`src/rtl/tia_hcount_gen.sv`:
```
// Horizontal timing source for the TIA model.
// Divides the colour clock into non-overlapping two-phase clocks and steps a
// 6-bit polynomial horizontal counter once per four colour clocks. It decodes
// the counter into active-low set/reset strobes for the downstream HSYNC and
// HBLANK F1 latches. A line is 57 counter steps (228 colour clocks). rsync
// restarts the line early. hmove_late moves the HBLANK reset strobe later by
// two steps for the current line.
module tia_hcount_gen #(
  parameter int HSYNC_SET_STEP   = 4,
  parameter int HSYNC_RST_STEP   = 8,
  parameter int HBLANK_RST_STEP  = 16,
  parameter int HBLANK_LATE_STEP = 18,
  parameter int LINE_STEPS       = 57
) (
  input  logic       clock,
  input  logic       reset,
  input  logic       rsync,
  input  logic       hmove_late,
  output logic       phi1,
  output logic       phi2,
  output logic [5:0] hcount,
  output logic       hsync_s_n,
  output logic       hsync_r_n,
  output logic       hblank_s_n,
  output logic       hblank_r_n,
  output logic       line_start
);

  // Counter value reached after k advances from the all-zero state.
  function automatic logic [5:0] step_code(input int k);
    logic [5:0] v;
    v = '0;
    for (int i = 0; i < k; i++) v = {v[4:0], ~(v[5] ^ v[4])};
    return v;
  endfunction

  localparam logic [5:0] CODE_HS_SET  = step_code(HSYNC_SET_STEP);
  localparam logic [5:0] CODE_HS_RST  = step_code(HSYNC_RST_STEP);
  localparam logic [5:0] CODE_HB_RST  = step_code(HBLANK_RST_STEP);
  localparam logic [5:0] CODE_HB_LATE = step_code(HBLANK_LATE_STEP);
  localparam logic [5:0] CODE_TERM    = step_code(LINE_STEPS - 1);

  logic [1:0] phase;
  logic [5:0] lfsr;
  logic [5:0] lfsr_next;
  logic       pending;
  logic       late;
  logic       late_sel;
  logic       advance;
  logic       restart;

  // The counter moves only on the edge where the phase goes from 2 to 3.
  // A restart occurs on that edge if an rsync is pending or present now, or
  // if the counter is at the last step of the line.
  always_comb begin
    advance   = (phase == 2'd2);
    lfsr_next = {lfsr[4:0], ~(lfsr[5] ^ lfsr[4])};
    restart   = advance & (pending | rsync | (lfsr == CODE_TERM));
  end

  // Phase counter and the registered, glitch-free phase clocks.
  always_ff @(posedge clock or negedge reset) begin
    if (!reset) begin
      phase <= 2'd3;
      phi1  <= 1'b0;
      phi2  <= 1'b0;
    end else begin
      phase <= phase + 2'd1;
      phi1  <= (phase == 2'd3);
      phi2  <= (phase == 2'd1);
    end
  end

  // Horizontal counter: advance, or load zero at a wrap or rsync restart.
  always_ff @(posedge clock or negedge reset) begin
    if (!reset) begin
      lfsr <= '0;
    end else if (restart) begin
      lfsr <= '0;
    end else if (advance) begin
      lfsr <= lfsr_next;
    end
  end

  // Flags: a pending rsync lasts until the next advance edge. The late flag
  // lasts until the line restarts.
  always_ff @(posedge clock or negedge reset) begin
    if (!reset) begin
      pending <= 1'b0;
      late    <= 1'b0;
    end else begin
      pending <= advance ? 1'b0 : (pending | rsync);
      late    <= restart ? 1'b0 : (late | hmove_late);
    end
  end

  // Capture the late flag on the advance into the normal HBLANK-reset step.
  // This keeps that strobe a full four clocks wide. A flag set after this
  // point has no effect on the current line.
  always_ff @(posedge clock or negedge reset) begin
    if (!reset) begin
      late_sel <= 1'b0;
    end else if (advance && !restart && (lfsr_next == CODE_HB_RST)) begin
      late_sel <= late;
    end
  end

  // One-clock pulse in the cycle after every restart.
  always_ff @(posedge clock or negedge reset) begin
    if (!reset) line_start <= 1'b0;
    else        line_start <= restart;
  end

  // Strobe decode. Each pair is decoded from distinct counter states, so
  // the two strobes of a pair can never be low together.
  always_comb begin
    hcount     = lfsr;
    hblank_s_n = (lfsr != 6'd0);
    hsync_s_n  = (lfsr != CODE_HS_SET);
    hsync_r_n  = (lfsr != CODE_HS_RST);
    hblank_r_n = late_sel ? (lfsr != CODE_HB_LATE) : (lfsr != CODE_HB_RST);
  end

endmodule

```
`config.mk`:
```
export PLATFORM = sky130hd
export DESIGN_NAME = tia_hcount_gen
export DESIGN_NICKNAME = d
export VERILOG_FILES = /design/src/rtl/tia_hcount_gen.sv
export SDC_FILE = /design/constraint.sdc
export NUM_CORES = 1
export LEC_CHECK = 0
export ABC_CLOCK_PERIOD_IN_PS = 4750
export CAP_MARGIN = 0
export CORE_UTILIZATION = 45
export CTS_BUF_LIST = sky130_fd_sc_hd__clkbuf_16
export CTS_CLUSTER_DIAMETER = 30
export CTS_CLUSTER_SIZE = 12
export DETAILED_ROUTE_END_ITERATION = 10
export PLACE_DENSITY = 0.77
export SLEW_MARGIN = 10
export SYNTH_ARGS = -nofsm -noshare
export SYNTH_HDL_FRONTEND = slang
export SYNTH_SLANG_ARGS = --single-unit
```
`constraint.sdc`:
```
create_clock -name clock -period 4.75 [get_ports clock]
set_input_delay 0.7125 -clock clock [delete_from_list [all_inputs] [get_ports clock]]
set_output_delay 0.7125 -clock clock [all_outputs]
set_load 0.01 [all_outputs]
```
==> flow_summary.ini <==
[drt]
routed_wirelength_um = 1309
wl_met3_um = 87
dr_wl_met2_um = 639
ant_nets = 0
drc = 0
viasPerCell = 5.558
wl_met1_um = 552
drt_iter0_drc = 7
via_count = 528
drt_pass1_iterations = 4
wire_per_inst_um = 13.78
routed.top_layer = met4

[synth]
synth_top_area_share_pct = 44.78
yosys-top-cells-area = dfrtp_1, ha_1, dfstp_2
synth_ff_type = dfrtp_1
ys_ff_latch = 14
ys_types = 28
avgSynthCellArea_um2 = 10.99
async_flop_share_pct = 100.0
synth_cells = 61
synth_commonest_cells = dfrtp_1, inv_1, ha_1
syn_area_um2 = 670.6
yosysWarnings = 0
synth_fp_nets = 70
yosysSeqAreaShare_pct = 52.61
synth_edf_count = 0
yosys.area.top_type = dfrtp_1
yosysMostFrequentCell = dfrtp_1

[sta]
layout_min_cycle_time_ps = 2873
relSlewSlack_pct = 60.22
slew_viol_final = 0
fmax_mhz = 348.1
finalSetupViolCount = 0
fin_setup_tns_ps = 0
finalCritPeriodShare_pct = 60.48
skew_ps = 0.9822
rsz0062_at_grt = no
worst_pin_slew_ps = 594.8
hold_viol = 0

[placement]
portBuffers = 16
gp_congestion = 0.7112
placed_cells = 91

[global_route]
overflow = 0
grt_pass1_wl_um = 2063
grt_pass1_vias = 478
grt_max_degree = 17
grt.total_usage_pct = 20.89
antenna_found_initial = 0

[layout]
syn_to_final_growth_pct = 37.69
ff_latch_area_um2 = 352.8
drive_above_1_share_pct = 11.25
n_antenna_cell = 0
final_net_count = 90
fin_cells = 95
fillers = 96
multi_input_area_um2 = 282.8

[worst_setup_path]
critPathKind = register to primary output
cp.buffers_inverters = 2
reg2reg_slack_ps = 2880
crit_arrival_ps = 2160
required_ps = 4040
end_kind = primary output
critical-path-max-stage-delay_ps = 480
path_cells = inv_1, ha_1, or3b_4, or3_1, clkdlybuf4s50_1
worstPathMaxFanout = 7
startpoint_type = register
cpMaxStageDelayCell = clkdlybuf4s50_1
cp_top_family = simple AND/OR/NAND/NOR gates

[flow_run]
maxCapViolCount = 0

[floorplan]
die_h_um = 40.61
coreArea_mm2 = 0.001350
initial_utilization_pct = 49.68
num_rows = 13
io_pins = 17
die_area_mm2 = 0.001649
die_w_um = 40.61

[clock_tree]
cts_buffers = 3
clock_sinks = 14
hold_buffers = 0
cts_tree = built
post-cts-setup-buffers = 0
insertion_delay_ps = 240
ctsResizeCount = 0
htreeDepth = 1
ctsRootBufferMaster = clkbuf_16
path_clk_slew_ps = 40
clockBufferDepth = 2

[power]
p_per_area_mw_per_mm2 = 313.7
peakVddDrop_mv = 0.2082
power.leakage_nw = 0.4134

[worst_hold_path]
min_path_type = register to register

[status]
status = finished, final reports clean
## cell families after synthesis
kind of cell | after synthesis | synth area share [%]
adder cells (fa/ha/maj) | 5 | 9.328
multiplexers | 1 | 1.679
AO/OA/AOI/OAI | 10 | 11.38
flip-flops | 14 | 52.61
buffers and inverters | 9 | 5.223
AND/OR/NAND/NOR | 22 | 19.78
## routing by layer
metal | up-vias | GRT usage [%]
li1 | 252 | -
met1 | 253 | 22.78
met2 | 19 | 33.73
met3 | 4 | 8.333
met4 | 0 | 12.50
met5 | - | 0
## cells in the final DEF, fill, tap and decap left out, types with 3 or more instances in the layout
cell,count
clkbuf_16,3
clkdlybuf4s50_1,16
nor2_1,4
dfrtp_1,12
nand2_1,3
ha_1,5
inv_1,8
## through the flow
stage / instance area [um2] / utilization (%) / hold WS, ps / total power [mW] / worst slack [ps]
floorplan: 670.6 / - / 416.9 / 0.1260 / 2586
global placement: 844.6 / 62.56 / 463.7 / 0.1323 / 2180
detailed placement: 844.6 / 62.56 / 475.8 / 0.1325 / 2132
CTS: 923.4 / 68.40 / 494.9 / 0.2931 / 1866
global route: 923.4 / 68.40 / 507.2 / 0.3011 / 1787
finish: 923.4 / 68.40 / 490.3 / 0.2897 / 1877
## state kept, by name, summed over array words and instances (netlist names)
name / cells
late: 1
phase: 2
line_start: 1
pending: 1
hcount: 6
phi2: 1
phi1: 1
late_sel: 1
## power by group
part | total, mW | leakage, nW | internal (mW) | switching (mW)
Clock | 0.159 | 0.0385 | 0.111 | 0.0479
Combinational | 0.00879 | 0.193 | 0.00411 | 0.00469
Sequential | 0.122 | 0.182 | 0.121 | 0.000879
Total | 0.290 | 0.413 | 0.236 | 0.0535
## worst reg2reg max path, delay by kind of cell (launching register included)
family	cells	cell delay, ps
simple gates	2	400
fa+ha+maj	1	470
flops	1	540
mux	1	330
## cell type report
| type | instances | area share, % |
|---|---|---|
| clock buffer | 3 | 8.130 |
| timing repair buffer | 16 | 17.34 |
| inverter | 8 | 3.252 |
| multi-input combinational | 38 | 30.62 |
| tap | 15 | 2.033 |
| sequential | 14 | 38.21 |
| clock inverter | 1 | 0.4065 |
## worst paths after layout
kind | start | endpoint | cells after the start
max reg2reg | phase[1] | late_sel | 4
max in group asynchronous | reset | pending | 1
min reg2reg | phase[0] | phase[0] | 1
max | hcount[4] | hblank_s_n | 5
min | phase[0] | phase[0] | 1
min in group asynchronous | reset | phi2 | 1
Note: power is estimated with default switching activity, not from simulation.
